<file path="config.mk">
export PLATFORM = sky130hd
export DESIGN_NAME = adder_seq_ctrl
export DESIGN_NICKNAME = d
export VERILOG_FILES = /design/src/rtl/adder_seq_ctrl.sv
export SDC_FILE = /design/constraint.sdc
export NUM_CORES = 1
export LEC_CHECK = 0
export CAP_MARGIN = 20
export CORE_AREA = 2 2 77 79
export CTS_CLUSTER_DIAMETER = 30
export DETAILED_ROUTE_END_ITERATION = 6
export DIE_AREA = 0 0 79 81
export GPL_ROUTABILITY_DRIVEN = 0
export PLACE_DENSITY = 0.79
export SETUP_SLACK_MARGIN = 0.02
export SLEW_MARGIN = 20
export SYNTH_ARGS = -nofsm -noshare
export SYNTH_HDL_FRONTEND = slang
export SYNTH_SLANG_ARGS = --single-unit
</file>
<file path="constraint.sdc">
create_clock -name clk -period 3.25 [get_ports clk]
set_input_delay 0.65 -clock clk [delete_from_list [all_inputs] [get_ports clk]]
set_output_delay 0.65 -clock clk [all_outputs]
set_load 0.005 [all_outputs]
</file>
<file path="src/rtl/adder_seq_ctrl.sv">
// ---------------------------------------------------------------------------
// adder_seq_ctrl
//
// Multi-cycle adder that reuses one SLICE-bit ripple-carry slice per cycle,
// working from the least significant slice upward. The carry between slices
// is kept in a register, so the full-width sum appears after NSLICE cycles.
// This trades latency for a much narrower adder.
//
// Ports:
//   clk        - single clock, all state updates on the rising edge
//   rst_n      - asynchronous, active-low reset
//   in_valid   - operands a, b, cin are valid
//   in_ready   - block can accept operands (high only in IDLE)
//   a, b       - WIDTH-bit unsigned operands
//   cin        - carry into slice 0
//   out_valid  - sum and cout are valid (high only in DONE)
//   out_ready  - consumer accepts the result
//   sum        - registered result, a + b + cin modulo 2^WIDTH
//   cout       - carry out of the top slice
//   busy       - high in RUN or DONE
// ---------------------------------------------------------------------------
module adder_seq_ctrl #(
    parameter int WIDTH = 16,
    parameter int SLICE = 2
) (
    input  logic             clk,
    input  logic             rst_n,
    input  logic             in_valid,
    output logic             in_ready,
    input  logic [WIDTH-1:0] a,
    input  logic [WIDTH-1:0] b,
    input  logic             cin,
    output logic             out_valid,
    input  logic             out_ready,
    output logic [WIDTH-1:0] sum,
    output logic             cout,
    output logic             busy
);

    localparam int NSLICE = WIDTH / SLICE;
    localparam int IDXW   = (NSLICE > 1) ? $clog2(NSLICE) : 1;
    localparam logic [IDXW-1:0] LAST_IDX = IDXW'(NSLICE - 1);

    // The slice arithmetic assumes the operand splits evenly into slices;
    // anything else is rejected while the design is being elaborated.
    if ((WIDTH % SLICE) != 0) begin : g_bad_cfg
        $error("adder_seq_ctrl: WIDTH must be an integer multiple of SLICE");
    end

    typedef enum logic [1:0] {
        IDLE = 2'd0,
        RUN  = 2'd1,
        DONE = 2'd2
    } state_t;

    state_t            state_q, state_d;
    logic [WIDTH-1:0]  a_q, a_d;
    logic [WIDTH-1:0]  b_q, b_d;
    logic              c_q, c_d;
    logic [IDXW-1:0]   idx_q, idx_d;
    logic [WIDTH-1:0]  sum_q, sum_d;
    logic              cout_q, cout_d;

    logic [SLICE-1:0]  a_slice;
    logic [SLICE-1:0]  b_slice;
    logic [SLICE:0]    slice_total;
    logic              accept;
    logic              last_slice;

    // Operands are only taken in IDLE; in_valid is ignored everywhere else,
    // so a handshake on the result side can never double as a new accept.
    assign accept     = (state_q == IDLE) && in_valid;
    assign last_slice = (idx_q == LAST_IDX);

    // State register. Reset drops any in-flight operation straight back to
    // IDLE so no partial result can ever be presented.
    always_ff @(posedge clk or negedge rst_n) begin
        if (!rst_n) begin
            state_q <= IDLE;
        end else begin
            state_q <= state_d;
        end
    end

    // Next-state logic: RUN lasts exactly NSLICE cycles, DONE waits as long
    // as the consumer applies backpressure.
    always_comb begin
        state_d = state_q;
        unique case (state_q)
            IDLE: if (accept)     state_d = RUN;
            RUN:  if (last_slice) state_d = DONE;
            DONE: if (out_ready)  state_d = IDLE;
            default:              state_d = IDLE;
        endcase
    end

    // Handshake and status outputs are pure decodes of the state.
    always_comb begin
        in_ready  = 1'b0;
        out_valid = 1'b0;
        busy      = 1'b0;
        unique case (state_q)
            IDLE: in_ready  = 1'b1;
            RUN:  busy      = 1'b1;
            DONE: begin
                out_valid = 1'b1;
                busy      = 1'b1;
            end
            default: in_ready = 1'b1;
        endcase
    end

    // Pick out the operand bits for the slice currently being added. A
    // compare-per-slice mux keeps every part select at a constant offset.
    always_comb begin
        a_slice = '0;
        b_slice = '0;
        for (int s = 0; s < NSLICE; s++) begin
            if (idx_q == IDXW'(s)) begin
                a_slice = a_q[s*SLICE +: SLICE];
                b_slice = b_q[s*SLICE +: SLICE];
            end
        end
    end

    // The one shared adder slice; its top bit is the carry into the next slice.
    assign slice_total = {1'b0, a_slice} + {1'b0, b_slice} + {{SLICE{1'b0}}, c_q};

    // Datapath update. On accept the operands are latched and the sum is
    // cleared; each RUN cycle fills in one slice of the sum and carries the
    // slice's carry-out forward. The index stops at the last slice instead
    // of wrapping, and the final carry becomes cout.
    always_comb begin
        a_d    = a_q;
        b_d    = b_q;
        c_d    = c_q;
        idx_d  = idx_q;
        sum_d  = sum_q;
        cout_d = cout_q;
        if (accept) begin
            a_d   = a;
            b_d   = b;
            c_d   = cin;
            idx_d = '0;
            sum_d = '0;
        end else if (state_q == RUN) begin
            for (int s = 0; s < NSLICE; s++) begin
                if (idx_q == IDXW'(s)) begin
                    sum_d[s*SLICE +: SLICE] = slice_total[SLICE-1:0];
                end
            end
            c_d = slice_total[SLICE];
            if (last_slice) begin
                cout_d = slice_total[SLICE];
            end else begin
                idx_d = idx_q + IDXW'(1);
            end
        end
    end

    // Datapath registers, all cleared by reset.
    always_ff @(posedge clk or negedge rst_n) begin
        if (!rst_n) begin
            a_q    <= '0;
            b_q    <= '0;
            c_q    <= 1'b0;
            idx_q  <= '0;
            sum_q  <= '0;
            cout_q <= 1'b0;
        end else begin
            a_q    <= a_d;
            b_q    <= b_d;
            c_q    <= c_d;
            idx_q  <= idx_d;
            sum_q  <= sum_d;
            cout_q <= cout_d;
        end
    end

    assign sum  = sum_q;
    assign cout = cout_q;

endmodule

</file>
==> flow_metrics.tcl, run 1 <==
set metrics [dict create \
    crit_path_max_fanout 12 \
    required_ns 3.50 \
    ir_worst_vdd_mv 0.488 \
    highest_layer "met4" \
    ff_latch_area_sq_mm 0.00138 \
    grt_usage_pct 20.6 \
    rrSetupSlack_ns 0.22 \
    drv_slew 0 \
    layout.nets 406 \
    grt_pass1_vias 2294 \
    tns_ns 0 \
    syn_to_final_growth_pct 25.4 \
    tightestPinTransition_ns 0.771 \
    hold_violations 0 \
    wl_per_cell_microns 14.0 \
    setup.worst_path.start_class "register" \
    r2r_start "idx_q[0]" \
    port_buffers 56 \
    vias 2229 \
    holdCritPathClass "input port to asynchronous set/reset pin" \
    globalRouteOverflowTotal 0 \
    r2r-end "sum[7]" \
    power.leakage_nw 1.66 \
    synth.avg_cell_area_sq_um 8.89 \
    wl_met2_microns 3010 \
    cts-resized-gates 0 \
    cap_violations 0 \
    clock_path_buffers 2 \
    synth_seq_cells 55 \
    cts_sinks 55 \
    p_per_area_mw_per_mm2 902 \
    detail_route.first_pass.iterations 4 \
    arrival_ns 3.28 \
    cp-startpoint "idx_q[0]" \
    path_clk_slew_ns 0.10 \
    fin_skew_ns 0.0114 \
    met3_length_microns 299 \
    grt_max_degree 36 \
    die_area_sq_mm 0.00640 \
    yosysWarnings 0 \
    cts_buffers 5 \
    p_total_mw 3.09 \
    drc_errors 0 \
    vias_per_cell 5.15 \
    layout-drive-gt1-share_pct 6.15 \
    finalCriticalPeriod_ns 3.03 \
    rsz0062_at_grt "yes" \
    ys_types 33 \
    cts_hold_buf 0 \
    first_iter_violations 141 \
    cts_setup_buffers 0 \
    multi_input_area_sq_mm 0.00120 \
    clk-insertion-delay-late_ns 0.32 \
    final_antenna_net_count 0 \
    fillers 512 \
    met1Wirelength_microns 2600 \
    grt_pass1_wl_microns 10300 \
    synthCells 307 \
    synth_fp_nets 356 \
    max_freq_ghz 0.330 \
    wl_microns 6070 \
    slew_headroom_pct 48.5 \
    period_share_pct 93.3 \
    tritoncts "yes" \
    num_rows 28 \
    start_util_pct 48.1 \
    worstSetupPathType "register to register" \
    syn-cell-area_sq_mm 0.00273 \
    antennaDiodeCount 0 \
    die_x_microns 79 \
    dpl.hpwl_microns 4440 \
    outcome "complete, no violations" \
    die_y_microns 81 \
    io_pins 57 \
    core_area_sq_mm 0.00568 \
    clockRootBuffer "clkbuf_8" \
    htreeDepth 2 \
    synth-seq-area-share_pct 50.4 \
    antenna_found_initial 0 \
    ff2ff_path_depth 11 \
    finalSetupViolCount 0 \
    cp-end-kind "register" \
]
-- metal layers --
metal  up-vias  track usage (%)
met1      1047             25.8
met3        12             3.22
li1       1105                -
met4         0             10.0
met5         -                0
met2        65             34.9
-- critical path, cell delays in order, from the launching register on --
cell and delay (ns):
dfrtp_1 0.44, ha_1 0.25, ha_2 0.26, or2_2 0.35
a221oi_1 0.29, o21ai_1 0.12, o221ai_1 0.09, fa_1 0.21
inv_1 0.05, fa_1 0.66, nand3_1 0.12, a21oi_1 0.14
-- placed cells by master (no fill, tap or decap), drive strengths merged, types with 2 or more instances in the layout --
master / n
nand2: 95
dfrtp: 55
clkdlybuf4s50: 55
nor2: 31
inv: 19
a21oi: 15
o21ai: 13
ha: 10
a221o: 8
a221oi: 8
mux2i: 7
clkbuf: 6
buf: 6
nand3: 5
nor3b: 3
nand3b: 3
o221ai: 2
a211oi: 2
fa: 2
nor2b: 2
-- area by class of cell --
class                   count  share of cell area (%)
multi-input cells         215                    35.2
well taps                  75                    2.74
clock buffers               6                    2.12
inverters                  19                    2.08
flip-flops and latches     55                    40.2
repair buffers             61                    17.3
clock inverters             2                   0.365
-- sequential cells by signal (all words and copies together) (netlist names) --
signal	flops
sum	16
cout	1
c_q	1
idx_q	3
a_q	16
state_q	2
b_q	16
-- kinds of logic after synthesis --
| logic type | count (synthesis) | share of synthesized area, % |
|---|---|---|
| multiplexers | 8 | 2.98 |
| XOR/XNOR | 1 | 0.321 |
| AO/OA/AOI/OAI | 51 | 12.9 |
| buffers and inverters | 37 | 5.77 |
| AND/OR/NAND/NOR | 143 | 21.5 |
| adder cells (fa/ha/maj) | 12 | 6.05 |
| flip-flops | 55 | 50.4 |
-- how the worst max path moves through the flow --
stage | to | slack (ns)
4_1_cts | sum[11] | 0.13
3_3_place_gp | sum[11] | 0.28
2_1_floorplan | sum[1] | 0.32
3_5_place_dp | sum[3] | 0.14
6_report | sum[7] | 0.22
5_1_grt | sum[9] | 0.009
-- stage by stage --
step,cell area [sq um],hold WS [ns],worst slack (ns),util [%],instances
2_1_floorplan,2730,0.354,0.319,-,307
3_3_place_gp,3330,0.460,0.282,58.7,425
3_5_place_dp,3330,0.462,0.145,58.7,425
4_1_cts,3420,0.340,0.132,60.2,433
5_1_grt,3420,0.363,0.00892,60.3,433
6_report,3420,0.317,0.219,60.3,433
-- cell usage after synthesis (all sizes together) --
cell	instances	area share, %
xnor2	1	0.32
ha	10	4.6
nand3	5	0.92
and4b	1	0.37
fa	2	1.5
o21ai	13	2.4
inv	19	2.6
a21oi	15	2.7
a221o	8	2.9
clkbuf	7	0.96
mux2i	7	2.6
nor2b	2	0.55
a221oi	8	2.8
a211oi	2	0.55
nor3b	3	0.82
and2	1	0.23
a2bb2oi	1	0.32
and2b	1	0.28
dfrtp	55	50
nor2	31	4.3
or2	1	0.23
o22ai	1	0.23
o221ai	2	0.64
a21o	1	0.32
nand3b	3	0.82
nand2	95	13
buf	11	2.2
mux2	1	0.41
-- power by group --
group | internal (mW) | switching [mW] | total (mW)
clock | 0.151 | 0.226 | 0.377
sequential | 0.963 | 0.177 | 1.14
combinational | 0.689 | 0.884 | 1.57
total | 1.80 | 1.29 | 3.09
No activity file was read; power rests on OpenSTA's default activity.
==> inputs of run 2 (changes only) <==
--- a/config.mk
+++ b/config.mk
@@ -5,13 +5,14 @@
 export SDC_FILE = /design/constraint.sdc
 export NUM_CORES = 1
 export LEC_CHECK = 0
+export ABC_AREA = 0
 export CAP_MARGIN = 20
-export CORE_AREA = 2 2 77 79
+export CORE_AREA = 2 2 65 92
 export CTS_CLUSTER_DIAMETER = 30
 export DETAILED_ROUTE_END_ITERATION = 6
-export DIE_AREA = 0 0 79 81
+export DIE_AREA = 0 0 67 94
 export GPL_ROUTABILITY_DRIVEN = 0
-export PLACE_DENSITY = 0.79
+export PLACE_DENSITY = 0.8
 export SETUP_SLACK_MARGIN = 0.02
 export SLEW_MARGIN = 20
 export SYNTH_ARGS = -nofsm -noshare
==> flow_metrics.tcl, run 2 (same netlist as run 1, synthesis figures left out) <==
set metrics [dict create \
    globalRouteOverflowTotal 0 \
    r2r-end "sum[15]" \
    clock_path_buffers 2 \
    rrSetupSlack_ns 0.23 \
    dpl.hpwl_microns 4520 \
    period_share_pct 92.8 \
    max_stage_delay_ns 0.65 \
    cap_violations 0 \
    path_clk_slew_ns 0.09 \
    finalSetupViolCount 0 \
    r2r_start "idx_q[0]" \
    start_util_pct 50.1 \
    layout-drive-gt1-share_pct 6.13 \
    cts_hold_buf 0 \
    setup.worst_path.start_class "register" \
    hold_violations 0 \
    arrival_ns 3.25 \
    syn_to_final_growth_pct 25.6 \
    clockRootBuffer "clkbuf_8" \
    seqPwrFrac_pct 36.8 \
    final_antenna_net_count 0 \
    power_frac_comb_pct 51.5 \
    cts_sinks 55 \
    tns_ns 0 \
    grt_usage_pct 22.2 \
    first_iter_violations 178 \
    io_pins 57 \
    required_ns 3.48 \
    p_int_mw 1.81 \
    tritoncts "yes" \
    clk-insertion-delay-late_ns 0.30 \
    crit_chain "inv_1 -> ha_1 -> a221o_1 -> a221oi_1 -> o21ai_1 -> o221ai_1 -> fa_1 -> inv_1 -> fa_1 -> nand3_1 -> a21oi_1" \
    tightestPinTransition_ns 0.799 \
    drc_errors 0 \
    layout_commonest_cell "nand2_1" \
    layout_common_cells "nand2_1, dfrtp_1, clkdlybuf4s50_1" \
    finalCriticalPeriod_ns 3.02 \
    wl_microns 6170 \
    grt_pass1_vias 2305 \
    holdCritPathClass "input port to asynchronous set/reset pin" \
    crit_path_max_fanout 8 \
    ff2ff_path_depth 11 \
    whs_ns 0.259 \
    utilization_pct 63.0 \
    placement.cell_area_sq_mm 0.00333 \
    die_x_microns 67 \
    p_per_area_mw_per_mm2 904 \
    cts_buffers 5 \
    p_clk_share_pct 11.7 \
    port_buffers 56 \
    grt_max_degree 29 \
    cp-startpoint "idx_q[0]" \
    vias 2278 \
    vias_per_cell 5.33 \
    num_rows 32 \
    worstSetupPathType "register to register" \
    htreeDepth 2 \
    power.leakage_nw 1.66 \
    max_freq_ghz 0.332 \
    layout.nets 407 \
    detail_route.first_pass.iterations 4 \
    slew_headroom_pct 46.6 \
    drv_slew 0 \
    rsz0062_at_grt "no" \
    antenna_found_initial 0 \
    power.switching_mw 1.29 \
    wl_per_cell_microns 14.4 \
    p_sw_share_pct 41.5 \
    critPathCapture "sum[15]" \
    die_y_microns 94 \
    outcome "complete, no violations" \
    die_area_sq_mm 0.00630 \
    cp_slowest_cell "fa_1" \
    post-route-cell-area_sq_mm 0.00343 \
    p_total_mw 3.10 \
    ir_worst_vdd_mv 0.452 \
    grt_pass1_wl_microns 10700 \
    core_area_sq_mm 0.00545 \
    antennaDiodeCount 0 \
    fin_skew_ns 0.00658 \
    cp-end-kind "register" \
]
## run 2: timing repair
action                     4_1_cts  5_1_grt
setup buffers                    0        0
setup endpoints to repair        0        8
gates resized for setup          0        4
## run 2: how the worst min path moves through the flow
stage	startpoint	end	slack [ns]	depth (start not counted)
after floorplan	rst_n	a_q[0]	0.35	0
after global placement	a_q[0]	a_q[0]	0.46	2
after detailed placement	a_q[0]	a_q[0]	0.47	2
after CTS	rst_n	b_q[3]	0.27	1
after global routing	rst_n	b_q[2]	0.29	1
final	rst_n	b_q[2]	0.26	1
## run 2: metal layers
layer  wire length (microns)  global-route usage (%)  up-vias
met4                     188                    8.50        0
met5                       0                       0        -
met2                    3200                    38.0       74
li1                        -                       -     1107
met1                    2550                    27.4     1081
met3                     231                    3.72       16
## run 2: worst max-delay path, delay by kind of cell, from the launching register on
kind,cells,cell delay [ns]
flops,1,0.43
compound gates,5,1.01
fa+ha+maj,3,1.21
buf+inv,2,0.17
simple gates,1,0.12
## run 2: layout make-up
cell class | count | area, sq um
fill | 490 | 2020
sequential | 55 | 1380
multi-input combinational | 215 | 1210
timing repair buffer | 62 | 601
tap | 68 | 85.1
clock buffer | 7 | 76.3
inverter | 19 | 71.3
clock inverter | 1 | 5.00
## run 2: power by group through the flow
stage | Sequential (mW) | Combinational [mW] | Clock, mW
6_report | 1.14 | 1.60 | 0.361
5_1_grt | 1.17 | 1.81 | 0.392
4_1_cts | 1.14 | 1.59 | 0.370
3_5_place_dp | 1.15 | 1.58 | 0
3_3_place_gp | 1.14 | 1.53 | 0
2_1_floorplan | 1.10 | 1.08 | 0
## run 2: stage by stage
stage | setup WS [ns] | cells
5_1_grt | 0.0221 | 427
3_5_place_dp | 0.154 | 419
4_1_cts | 0.120 | 427
2_1_floorplan | 0.319 | 307
6_report | 0.234 | 427
3_3_place_gp | 0.298 | 419
==> inputs of run 3 (changes only) <==
--- a/config.mk
+++ b/config.mk
@@ -11,7 +11,7 @@
 export CTS_CLUSTER_DIAMETER = 30
 export DETAILED_ROUTE_END_ITERATION = 6
 export DIE_AREA = 0 0 67 94
-export GPL_ROUTABILITY_DRIVEN = 0
+export MAX_ROUTING_LAYER = met4
 export PLACE_DENSITY = 0.8
 export SETUP_SLACK_MARGIN = 0.02
 export SLEW_MARGIN = 20
==> flow_metrics.tcl, run 3 (same netlist as run 1, synthesis figures left out) <==
set metrics [dict create \
    vias_per_cell 5.16 \
    cp-startpoint "idx_q[0]" \
    max_stage_delay_ns 0.61 \
    htreeDepth 2 \
    layout_common_cells "nand2_1, dfrtp_1, clkdlybuf4s50_1" \
    cts-resized-gates 0 \
    cp_slowest_cell "fa_2" \
    drv_slew 0 \
    vias 2209 \
    syn_to_final_growth_pct 26.1 \
    ir_worst_vdd_mv 0.466 \
    setup.worst_path.start_class "register" \
    arrival_ns 3.23 \
    whs_ns 0.321 \
    antennaDiodeCount 0 \
    clock_path_buffers 2 \
    tightestPinTransition_ns 0.803 \
    finalSetupViolCount 0 \
    grt_max_degree 26 \
    start_util_pct 50.1 \
    layout-drive-gt1-share_pct 6.39 \
    routabilityCongestion 0.871 \
    path_depth 11 \
    detail_route.first_pass.iterations 4 \
    cap_violations 0 \
    antenna_found_initial 0 \
    required_ns 3.48 \
    period_share_pct 92.3 \
    grt_pass1_wl_microns 10400 \
    slew_headroom_pct 46.3 \
    io_pins 57 \
    holdCritPathClass "input port to asynchronous set/reset pin" \
    multi_input_area_sq_mm 0.00120 \
    first_iter_violations 181 \
    r2r-end "sum[15]" \
    max_freq_ghz 0.333 \
    wl_microns 5940 \
    crit_chain "ha_1 -> ha_2 -> or2_2 -> a221oi_1 -> o21ai_1 -> o221ai_1 -> fa_1 -> inv_1 -> fa_2 -> nand3_1 -> a21oi_1" \
    port_buffers 56 \
    p_total_mw 3.13 \
    layout_commonest_cell "nand2_1" \
    ff2ff_path_depth 11 \
    cts_sinks 55 \
    fin_skew_ns 0.00645 \
    outcome "complete, no violations" \
    layout.nets 408 \
    crit_path_max_fanout 12 \
    cts_hold_buf 0 \
    p_per_area_mw_per_mm2 908 \
    cp-end-kind "register" \
    finalCriticalPeriod_ns 3.00 \
    path_clk_slew_ns 0.09 \
    clockRootBuffer "clkbuf_8" \
    globalRouteOverflowTotal 0 \
    worstSetupPathType "register to register" \
    drc_errors 0 \
    core_area_sq_mm 0.00545 \
    die_y_microns 94 \
    r2r_start "idx_q[0]" \
    rsz0062_at_grt "no" \
    wl_per_cell_microns 13.9 \
    post-place-cells 420 \
    final_antenna_net_count 0 \
    instances_no_fill 428 \
    tritoncts "yes" \
    ff_latch_area_sq_mm 0.00138 \
    grt_usage_pct 22.0 \
    die_x_microns 67 \
    crit_buf_inv 1 \
    cts_buffers 5 \
    cts_setup_buffers 0 \
    pre_cts_ws_ns 0.108 \
    grt_pass1_vias 2262 \
    clk-insertion-delay-late_ns 0.30 \
    hold_violations 0 \
    fillers 494 \
    die_area_sq_mm 0.00630 \
    rrSetupSlack_ns 0.25 \
    post-route-worst-setup-slack_ns 0.249 \
    tns_ns 0 \
    cp_top_family "adder cells" \
    dpl.hpwl_microns 4510 \
    num_rows 32 \
    power.leakage_nw 1.68 \
]
[run 3: area by class of cell]
class                      instances  share of cell area (%)
sequential                        55                    40.0
multi-input combinational        215                    34.9
timing repair buffer              63                    17.7
clock buffer                       8                    2.91
tap                               68                    2.47
inverter                          19                    2.07
[run 3: report_power, final]
group	internal, mW	total [mW]	switching (mW)	leakage (nW)
registers	0.963	1.14	0.172	0.706
logic	0.709	1.59	0.881	0.919
clock network	0.195	0.402	0.208	0.0515
total	1.87	3.13	1.26	1.68
[run 3: layer usage]
layer	global-route usage, %	part of all wire (%)	wire, microns
met1	27.2	42	2490
met2	37.5	54	3200
met3	2.52	2.8	165
met4	6.63	1.3	80
met5	-	0	0
[run 3: how the worst max path moves through the flow]
stage                   end  slack, ns
finish              sum[15]       0.25
global route        sum[15]       0.06
CTS                 sum[15]       0.08
detailed placement  sum[15]       0.11
global placement     sum[7]       0.24
floorplan            sum[1]       0.32
[run 3: stage by stage]
stage          util [%]  area [sq um]
3_3_place_gp       61.3          3340
5_1_grt            63.2          3440
2_1_floorplan         -          2730
4_1_cts            63.1          3440
6_report           63.2          3440
3_5_place_dp       61.3          3340
